[config.mk]
export PLATFORM = sky130hd
export DESIGN_NAME = lock_sequencer
export DESIGN_NICKNAME = d
export VERILOG_FILES = /design/src/rtl/lock_sequencer.sv
export SDC_FILE = /design/constraint.sdc
export NUM_CORES = 1
export LEC_CHECK = 0
export ABC_AREA = 1
export CAP_MARGIN = 40
export CELL_PAD_IN_SITES_DETAIL_PLACEMENT = 0
export CELL_PAD_IN_SITES_GLOBAL_PLACEMENT = 1
export CORE_ASPECT_RATIO = 0.7
export CORE_MARGIN = 3
export CORE_UTILIZATION = 37
export CTS_CLUSTER_SIZE = 16
export DETAILED_ROUTE_END_ITERATION = 16
export GPL_ROUTABILITY_DRIVEN = 0
export GPL_TIMING_DRIVEN = 0
export PLACE_DENSITY = 0.94
export SKIP_CTS_REPAIR_TIMING = 1
export SLEW_MARGIN = 20
export SYNTH_ARGS = -nofsm -noshare
export SYNTH_HDL_FRONTEND = slang
export SYNTH_SLANG_ARGS = --single-unit
[constraint.sdc]
create_clock -name clk -period 2.8 [get_ports clk]
set_input_delay 0.42 -clock clk [delete_from_list [all_inputs] [get_ports clk]]
set_output_delay 0.42 -clock clk [all_outputs]
set_load 0.005 [all_outputs]
[src/rtl/lock_sequencer.sv]
// ============================================================================
// lock_sequencer
//
// Control sequencer sitting between the keypad scanner and the door
// indicator/actuator outputs. Complete 8-bit keypad entries arrive through a
// valid/ready handshake and are compared against the stored passcode. A match
// opens the door for a timed window; mismatches are counted, and too many
// consecutive mismatches lock the keypad out for a timed period.
//
// Optional feature macro:
//   LOCK_PROG_EN  - when defined, the passcode can be rewritten while the door
//                   is open (prog_valid/prog_code, acknowledged by prog_ack).
//                   When undefined the passcode is the constant CODE and
//                   prog_ack is tied low.
//
// Parameters:
//   CODE            passcode loaded at reset
//   MAX_FAIL        consecutive failures that trigger lockout (>=1)
//   OPEN_CYCLES     cycles the door stays unlocked (>=1)
//   LOCKOUT_CYCLES  cycles the keypad stays locked out (>=1)
//
// Ports:
//   clk         clock
//   rst         asynchronous, active-low reset
//   key_valid   key_code holds a complete entry
//   key_code    entered code
//   key_ready   sequencer can accept an entry (high only in IDLE)
//   relock      force early relock while open
//   prog_valid  passcode write request
//   prog_code   new passcode
//   prog_ack    one-cycle pulse: passcode written
//   locked      door locked
//   unlocked    door unlocked
//   error       wrong code, or lockout active
//   lockout     keypad locked out
//   fail_cnt    consecutive failures, saturating at MAX_FAIL
// ============================================================================
module lock_sequencer #(
    parameter logic [7:0] CODE           = 8'hD9,
    parameter int         MAX_FAIL       = 3,
    parameter int         OPEN_CYCLES    = 16,
    parameter int         LOCKOUT_CYCLES = 64
) (
    input  logic       clk,
    input  logic       rst,
    input  logic       key_valid,
    input  logic [7:0] key_code,
    output logic       key_ready,
    input  logic       relock,
    input  logic       prog_valid,
    input  logic [7:0] prog_code,
    output logic       prog_ack,
    output logic       locked,
    output logic       unlocked,
    output logic       error,
    output logic       lockout,
    output logic [1:0] fail_cnt
);

    localparam int MAX_CYCLES = (OPEN_CYCLES > LOCKOUT_CYCLES) ? OPEN_CYCLES : LOCKOUT_CYCLES;
    localparam int TIMER_W    = $clog2(MAX_CYCLES + 1);

    // Timers are loaded with N-1 and leave their state on the cycle they read
    // zero, so each timed state lasts exactly N cycles.
    localparam logic [TIMER_W-1:0] OPEN_LOAD = TIMER_W'(OPEN_CYCLES - 1);
    localparam logic [TIMER_W-1:0] LOCK_LOAD = TIMER_W'(LOCKOUT_CYCLES - 1);
    localparam logic [1:0]         FAIL_MAX  = 2'(MAX_FAIL);
    localparam logic [1:0]         FAIL_LAST = 2'(MAX_FAIL - 1);

    typedef enum logic [2:0] {
        IDLE,
        CHECK,
        OPEN,
        FAIL,
        LOCKOUT
    } state_t;

    state_t               state_q, state_d;
    logic [7:0]           key_q, key_d;
    logic [1:0]           fail_cnt_q, fail_cnt_d;
    logic [TIMER_W-1:0]   timer_q, timer_d;
    logic [7:0]           passcode;

`ifdef LOCK_PROG_EN
    logic [7:0] passcode_q, passcode_d;
    logic       prog_ack_q, prog_ack_d;

    // Passcode writes are only honoured while the door is open; the new value
    // is used from the next CHECK onward.
    always_comb begin
        passcode_d = passcode_q;
        prog_ack_d = 1'b0;
        if (state_q == OPEN && prog_valid) begin
            passcode_d = prog_code;
            prog_ack_d = 1'b1;
        end
    end

    always_ff @(posedge clk or negedge rst) begin
        if (!rst) begin
            passcode_q <= CODE;
            prog_ack_q <= 1'b0;
        end else begin
            passcode_q <= passcode_d;
            prog_ack_q <= prog_ack_d;
        end
    end

    assign passcode = passcode_q;
    assign prog_ack = prog_ack_q;
`else
    logic unused_prog;
    assign unused_prog = &{1'b0, prog_valid, prog_code};
    assign passcode    = CODE;
    assign prog_ack    = 1'b0;
`endif

    // Next-state logic. key_valid is only looked at in IDLE, so entries
    // offered in any other state are dropped rather than queued.
    always_comb begin
        state_d    = state_q;
        key_d      = key_q;
        fail_cnt_d = fail_cnt_q;
        timer_d    = timer_q;
        case (state_q)
            IDLE: begin
                if (key_valid) begin
                    key_d   = key_code;
                    state_d = CHECK;
                end
            end
            CHECK: begin
                if (key_q == passcode) begin
                    state_d    = OPEN;
                    fail_cnt_d = 2'd0;
                    timer_d    = OPEN_LOAD;
                end else if (fail_cnt_q == FAIL_LAST) begin
                    state_d    = LOCKOUT;
                    fail_cnt_d = FAIL_MAX;
                    timer_d    = LOCK_LOAD;
                end else begin
                    state_d    = FAIL;
                    fail_cnt_d = fail_cnt_q + 2'd1;
                end
            end
            OPEN: begin
                // An early relock leaves a nonzero count behind, so clear it
                // to keep the timer at zero outside the timed states.
                if (timer_q == '0 || relock) begin
                    state_d = IDLE;
                    timer_d = '0;
                end else begin
                    timer_d = timer_q - 1'b1;
                end
            end
            FAIL: begin
                state_d = IDLE;
            end
            LOCKOUT: begin
                if (timer_q == '0) begin
                    state_d    = IDLE;
                    fail_cnt_d = 2'd0;
                end else begin
                    timer_d = timer_q - 1'b1;
                end
            end
            default: begin
                state_d = IDLE;
            end
        endcase
    end

    always_ff @(posedge clk or negedge rst) begin
        if (!rst) begin
            state_q    <= IDLE;
            key_q      <= 8'h00;
            fail_cnt_q <= 2'd0;
            timer_q    <= '0;
        end else begin
            state_q    <= state_d;
            key_q      <= key_d;
            fail_cnt_q <= fail_cnt_d;
            timer_q    <= timer_d;
        end
    end

    assign key_ready = (state_q == IDLE);
    assign unlocked  = (state_q == OPEN);
    assign locked    = !unlocked;
    assign error     = (state_q == FAIL) || (state_q == LOCKOUT);
    assign lockout   = (state_q == LOCKOUT);
    assign fail_cnt  = fail_cnt_q;

endmodule

== Word-level counts from Yosys, hierarchy flattened ==
Index checks and enable logic that the tools add are counted.

* $add $sub $neg: 2
* Eq/ne operators: 11
* Mux-type cells: 15
* Reductions and logical operators: 11

{| class="wikitable"
|+ Operator list
! cell !! count
|-
| 7-bit two-way mux || 4
|-
| 7-bit one-hot mux with 3 select lines || 1
|-
| 3-bit two-way mux || 5
|-
| 3-bit one-hot mux with 4 select lines || 1
|-
| 8-bit == test (second input constant) || 1
|-
| 7-bit logical NOT || 1
|-
| 7-bit by 1-bit subtractor with 7-bit output (second input constant) || 1
|-
| 3-bit by 2-bit == test with 1-bit output (second input constant) || 2
|-
| 2-bit two-way mux || 3
|-
| 3-bit AND reduction || 2
|-
| 2-bit by 1-bit != test with 1-bit output (second input constant) || 2
|-
| 2-bit != test (second input constant) || 2
|-
| 2-bit one-hot mux with 2 select lines || 1
|-
| 2-bit AND reduction || 2
|-
| 3-bit by 1-bit == test with 1-bit output (second input constant) || 1
|-
| 3-bit == test (second input constant) || 1
|-
| 3-bit logical NOT || 1
|-
| 3-bit != test (second input constant) || 1
|-
| 3-bit nonzero test || 1
|-
| 2-bit by 1-bit adder with 2-bit output (second input constant) || 1
|-
| 2-bit == test (second input constant) || 1
|-
| 1-bit logical OR || 2
|-
| 2-bit nonzero test || 1
|-
| 1-bit logical NOT || 1
|}

* Bits in registers: 20
* Output and inout port bits: 8
* Logic and storage cells: 43

== Logic depth before layout (Yosys ltp) ==
* Word-level depth: 4
* Mapped depth: 11
* Depth with buffers taken out: 11

== Worst setup path after synthesis ==
Ideal clock, no wire load.

* Kind: reg2reg
* Start: register timer_q[0]
* End: register timer_q[5]
* Setup time: 0.116 ns
* Arrival time: 1.326 ns
* Data required time: 2.684 ns
* Path slack: 1.357 ns
* Cell stages (with the launch flop): 12
* Path buffers: 0
* Clock period less this slack: 1.443 ns
* Cells stage by stage: dfrtp_1 > inv_1 > ha_1 > inv_1 > nor2_1 > nand3_1 > nand2_1 > nand2_1 > nand2_1 > nand2_1 > nand2_1 > nand2_1

* Cells in the longest elaborated chain, start to end: 4
* Elaborated cells between the ends (all ways): 8
* Those cells by class: add/sub (1); eq/ne (1); mux (3); reduce/logical (3)

{| class="wikitable"
|+ Ends and longest elaborated chain
! what !! RTL line !! RTL
|-
| start, declared || 81 || <nowiki>logic [TIMER_W-1:0] timer_q, timer_d;</nowiki>
|-
| start signal, assigned || 183 || <nowiki>timer_q <= timer_d;</nowiki>
|-
| branches (longest 4 deep; another with 7-bit by 1-bit subtractor with 7-bit output) || - ||
|}

Several ways; the timed one is not identified. The select of a mux whose other input is x is not followed.
A chain may end at the register's enable or synchronous reset.

== Worst setup path after layout ==
* Start: register state_q[1]
* End: output port lockout

* Cells in the longest elaborated chain, start to end: 1

{| class="wikitable"
|+ Ends and longest elaborated chain
! what !! RTL line !! RTL
|-
| start, declared || 78 || <nowiki>state_t state_q, state_d;</nowiki>
|-
| start signal, assigned || 180 || <nowiki>state_q <= state_d;</nowiki>
|-
| 3-bit == test || 191 || <nowiki>assign lockout = (state_q == LOCKOUT);</nowiki>
|-
| end, declared || 56 || <nowiki>output logic lockout,</nowiki>
|}

Every way passes these cells.

==> flow_results.org <==
** Routing
- Via count :: 1008
- After detailed routing, the met2 layer carries 1.13 mm of wire.
- Number of iterations in the first detailed-routing pass :: 4
- Detailed-route vias per instance :: 4.92
- Iter 0 DRT Violations :: 46
- In the final routed layout, each cell accounts on average for 11.8 um.
- After detailed routing, the wire length on met1 is 1.17 mm.
- Total length of routed met3 wires :: 109 um
- Highest metal layer used by the detailed router :: met3
- In this run the remaining antenna-violating nets after routing total 0.
- After detailed routing, the total wire length is 2.41 mm.
- Number of DRC violations after detailed routing :: 0

** Yosys
- For this run, the number of Yosys warnings is 0.
- The most used flip-flop cell after synthesis is sky130_fd_sc_hd__dfrtp_1.
- The number of nets handed over by synthesis was 170.
- Share of flip-flops with an asynchronous set or reset after synthesis :: 1.00
- Synthesized flop and latch total :: 20
- Number of synthesized flops with an enable pin :: 0
- Distinct cell type count of the synthesized netlist :: 27
- In this run the cell area of the synthesized design comes to 0.00115 mm2.
- Dividing the synthesized area by the synthesized cell count gives 7.82 um2.
- Sequential area share after synthesis :: 0.435
- Instance count of the mapped netlist :: 147

** Timing
- The number of max-slew violations in the final report came to 0.
- Final sum of negative setup slack :: 0 ns
- Number of hold violations in the final report :: 0
- Hold is met by 0.483 ns.
- The clock period could shrink to 2.06 ns.
- Setup repair after global routing missed its margin :: no
- For the final database, setup skew stands at 0.00143 ns.
- In the finished design, the share of the clock period the worst path needs comes to 0.734.
- Final setup violation count :: 0
- Static timing analysis puts the maximum clock frequency at 486 MHz.

** Hold path
- In this run the worst hold path is classified as in2async.

** Worst setup path
- Broken down by cell family, the worst path's largest delay share belongs to buffers and inverters.
- Worst path required time :: 2.38 ns
- Critical-path maximum fanout :: 9
- Register-to-register path setup slack :: 1.07 ns
- Crit path capture type :: primary output
- For the worst setup path, the data arrival time is 1.64 ns.
- Critical setup path kind :: reg2out
- The critical path goes through nor2_2 -> nand2_2 -> inv_2 -> clkdlybuf4s50_1.
- The number of buffers and inverters on the critical path is 2.
- Slowest cell on crit path :: sky130_fd_sc_hd__clkdlybuf4s50_1
- Largest incremental delay on the critical path :: 0.50 ns
- The worst setup path is launched from a register.

** Die
- Floorplan core area :: 0.00288 mm2
- The die covers 0.00382 mm2.
- The floorplan step set the die height to 52.6 um.
- The initial utilization of the core area, before any placement, comes to 0.399.
- Top-Level Pins :: 29
- Number of cell rows :: 16
- Measured along the x axis, the die boundary spans 72.6 um.

** Final layout
- Commonest non-fill, non-tap cell in the layout :: sky130_fd_sc_hd__nand2_1
- Most frequent cells in the layout :: sky130_fd_sc_hd__nand2_1 (50), sky130_fd_sc_hd__dfrtp_1 (20), sky130_fd_sc_hd__clkdlybuf4s50_1 (18)
- Antenna fix cells :: 0
- In the final layout, the share of cells above drive strength 1 is 0.130.
- Final net count :: 194
- From synthesis to final layout, the design area changed by 24.2%.

** Clocking
- The clock passes through at most 2 buffers.
- Clock tree from TritonCTS :: yes
- Library cell used as clock root buffer :: sky130_fd_sc_hd__clkbuf_8
- TritonCTS buffer count :: 3
- The clock drives 20 sinks.
- Clock latency of the later-clocked register in the worst-skew pair :: 0.25 ns
- Clock slew at the register clock pins of the worst setup and hold paths :: 0.07 ns
- CTS built an H-tree with a depth of 1.

** GRT
- Grt total ovfl :: 0
- First-pass GRT wire length :: 4.15 mm
- The via count of the first global-routing pass came to 975.
- The number of antenna violations at the first check in global routing was 0.
- Tot GR Track Use :: 0.141
- Entering global routing, the biggest net connects 12 pins.

** Placed design
- The HPWL after detailed placement is 1.94 mm.
- Input and output buffers added on the ports amount to 18.

** Pwr
- Portion of total power attributed to combinational logic :: 0.561
- The share of total power dissipated in the clock network is 0.108.
- Cell leakage power :: 0.718 nW
- Cell internal power was estimated by the tool at 0.000946 W.
- Sw Share :: 0.431
- Dividing total power by cell area gives a power density of 1160 mW/mm2.
- The share of total power dissipated in sequential elements is 0.331.
- The analysis attributes to net switching a power of 0.000716 W.
- Across the VDD grid, the largest voltage drop is 0.349 mV.

** Run status
- Status :: completed

** Job
- Reported max-cap violation count :: 0
path summary, 6_finish.rpt:
kind,endpoint,start,cells past startpoint
hold / removal,key_q[3],rst,1
min in group clk,timer_q[0],timer_q[0],2
hold reg to reg,timer_q[0],timer_q[0],2
setup reg to reg,timer_q[3],timer_q[0],11
setup / recovery,lockout,state_q[1],4
max in group asynchronous,timer_q[5],rst,2
synth_stat cells (all sizes together) (2+ instances only):
cell,instances,area share
inv,19,0.062
nor2,17,0.064
o21ai,4,0.017
buf,2,0.016
ha,2,0.022
nand2,52,0.17
nand4,3,0.016
mux2,5,0.062
xnor2,2,0.015
nand3,9,0.054
dfrtp,20,0.44
a21oi,5,0.022
area by class of cell:
type | instances | area, um2
repair buffers | 19 | 191
inverters | 19 | 71.3
clock buffers | 3 | 41.3
well taps | 36 | 45.0
multi-input cells | 106 | 559
fillers | 277 | 1460
plain buffers | 2 | 18.8
flip-flops and latches | 20 | 500
per-stage QoR:
stage               utilization  cells  total power, W  area (um2)  setup slack, ns
CTS                       0.495    205         0.00168        1430            0.744
floorplan                     -    147         0.00120        1150             1.36
global route              0.495    205         0.00184        1430            0.662
global placement          0.477    201         0.00143        1380             1.05
detailed placement        0.481    202         0.00148        1390             1.03
finish                    0.495    205         0.00166        1430            0.744
power by group through the flow:
stage               Combinational, W  Clock [W]  Sequential [W]
floorplan                   0.000672          0        0.000530
global placement            0.000882          0        0.000548
detailed placement          0.000929          0        0.000555
CTS                         0.000938   0.000188        0.000550
global route                 0.00107   0.000197        0.000570
finish                      0.000932   0.000180        0.000550
cell families after synthesis:
| group | after synthesis | share of synthesized area |
|---|---|---|
| XOR/XNOR | 3 | 0.0229 |
| AND/OR/NAND/NOR | 84 | 0.325 |
| AO/OA/AOI/OAI | 11 | 0.0511 |
| buffers and inverters | 21 | 0.0783 |
| adder cells (fa/ha/maj) | 2 | 0.0218 |
| multiplexers | 5 | 0.0620 |
| other | 1 | 0.00326 |
| flip-flops | 20 | 0.435 |
sequential cells by signal, indices dropped and copies added (netlist names):
signal and count:
state_q 3, key_q 8, fail_cnt 2, timer_q 7
routing by layer:
layer,global-route usage,up-vias
met5,0,-
met3,0.0460,0
met1,0.179,480
li1,-,502
met4,0.0245,0
met2,0.235,26
(Power assumes the default switching activity.)
==> RTL change (same flow settings) <==
Build with the macro `LOCK_PROG_EN` defined.
--- a/src/rtl/lock_sequencer.sv
+++ b/src/rtl/lock_sequencer.sv
@@ -36,4 +36,6 @@
 //   fail_cnt    consecutive failures, saturating at MAX_FAIL
 // ============================================================================
+`define LOCK_PROG_EN
+
 module lock_sequencer #(
     parameter logic [7:0] CODE           = 8'hD9,
Check against the original RTL: not equivalent (Yosys sat finds a counterexample within 4 cycles, from zero or initial values and one cycle with rst low).
==> RTL change against the original RTL <==
  * Worst setup slack better by 0.075 ns
  * Highest routed layer is now met4
  * Clock power up 82%
  * Maximum frequency grew 3.8%
  * Design area increased by 39%
  * Wire length up 34%
  * Sequential share of layout area grew 1.7 points
  * Register-to-register slack gained 0.15 ns
  * Power is 34% higher
  * Area after synthesis is 36% higher
  * Global-route usage is 0.80 points higher
  * Sequential cell count is 9 higher
==> RTL change: results (changes against the original RTL) <==
[timing]
finClkSkew_ns=0.0104  ; was 0.00143 ns

[yosys]
post_synth_xor_area_fraction_pct=3.35  ; was 2.29%
syn-num-nets=226  ; was 170
synthTopCellsByArea=sky130_fd_sc_hd__dfrtp_1, sky130_fd_sc_hd__nand2_1, sky130_fd_sc_hd__dfstp_2  ; was sky130_fd_sc_hd__dfrtp_1, sky130_fd_sc_hd__nand2_1, sky130_fd_sc_hd__mux2_4
yosysSeqAreaShare_pct=46.7  ; was 43.5%
synth_compound_area_share_pct=7.10  ; was 5.11%

[cells_and_area]
fillCellCount=424  ; was 277
drive_gt1_share_pct=13.9  ; was 13.0%
net_count_of_the_finished_layout=261  ; was 194

[critical_path]
cp.arrival_ns=1.56  ; was 1.64 ns
cp_max_fo=7  ; was 9

[run_status]
outcome=finished clean  ; unchanged

[grt]
grt_max_degree=30  ; was 12
antenna_found_initial=0  ; unchanged
gr_util_all_layers_pct=14.9  ; was 14.1%
first_pass_grt_wire_length_um=5760  ; was 4150 um
grt_pass1_vias=1257  ; was 975

[pwr]
peakVddDrop_v=0.000465  ; was 0.000349 V
static-leakage-power_nw=0.990  ; was 0.718 nW

[place]
dp_hpwl_um=2470  ; was 1940 um
io_buffer_count=28  ; was 18

[cts]
clock_slew_seen_by_the_registers_of_the_worst_setup_and_hold_paths_ns=0.06
deepest_level_of_the_cts_h_tree=2  ; was 1
cts_buffers=5  ; was 3
clock_insertion_delay_worst_skew_ns=0.28  ; was 0.25 ns

[drt]
avg_vias_per_cell=4.49  ; was 4.92
post_drt_wl_per_cell_um=11.2  ; was 11.8 um
detailedRoute.firstIterationViolations=75  ; was 46

[RTL change: through the flow]
| stage | setup slack, ns | utilization, % | cells | instance area [um2] | hold WS (ns) |
|---|---|---|---|---|---|
| global placement | 0.834 | 47.9 | 282 | 1910 | 0.463 |
| finish | 0.819 | 49.8 | 290 | 1990 | 0.156 |
| detailed placement | 1.12 | 47.8 | 282 | 1910 | 0.466 |
| floorplan | 1.46 | - | 202 | 1570 | 0.124 |
| CTS | 0.800 | 49.8 | 290 | 1990 | 0.168 |
| global route | 0.734 | 49.8 | 290 | 1990 | 0.210 |
[RTL change: routing by layer]
metal / part of all wire [%] / vias to the layer above / track usage, % / routed length, um
met3: 4.0 / 8 / 4.21 / 128
met4: 2.2 / 0 / 6.88 / 72
met1: 54 / 577 / 21.4 / 1750
met5: 0 / - / 0 / 0
met2: 40 / 23 / 20.7 / 1280
li1: - / 694 / - / -
[RTL change: critical path: cells and delay by family (launching register included)]
family	cells	cell delay [ns]
buffers and inverters	3	0.74
AND/OR/NAND/NOR	1	0.12
flip-flops	1	0.42
[RTL change: layout make-up]
cell class	instances	area share (%)
Timing Repair Buffer	28	13.8
Inverter	25	4.84
Clock buffer	6	3.65
Clock inverter	2	0.503
Tap cell	52	3.27
Sequential cell	29	36.8
Buffer	2	0.943
Multi-Input combinational cell	146	36.2
[RTL change: final timing paths]
path	startpoint	to	slack, ns	cells after the start
setup / recovery	state_q[0]$_DFFE_PN0P_	lockout	0.82	4
hold / removal	rst	passcode[2]$_DFFE_PN0P_	0.16	1
setup reg to reg	passcode[3]$_DFFE_PN1P_	timer_q[3]$_DFFE_PN0P_	1.22	7
hold reg to reg	passcode[3]$_DFFE_PN1P_	passcode[3]$_DFFE_PN1P_	0.48	2
max in group asynchronous	rst	timer_q[3]$_DFFE_PN0P_	2.23	1
min in group clk	passcode[3]$_DFFE_PN1P_	passcode[3]$_DFFE_PN1P_	0.48	2
[RTL change: report_power, final]
part           switching [W]  leakage [nW]  internal [W]
logic               0.000630         0.606      0.000471
registers           0.000149         0.339      0.000647
clock network       0.000155        0.0450      0.000172
[RTL change: cells by family (layout without fill, tap and decap cells)]
logic type / count (synthesis) / count (layout)
simple gates: 114 / 114
flops: 29 / 29
buf+inv: 27 / 63
compound gates: 20 / 20
xor+xnor: 6 / 6
fa+ha+maj: 3 / 3
mux: 3 / 3
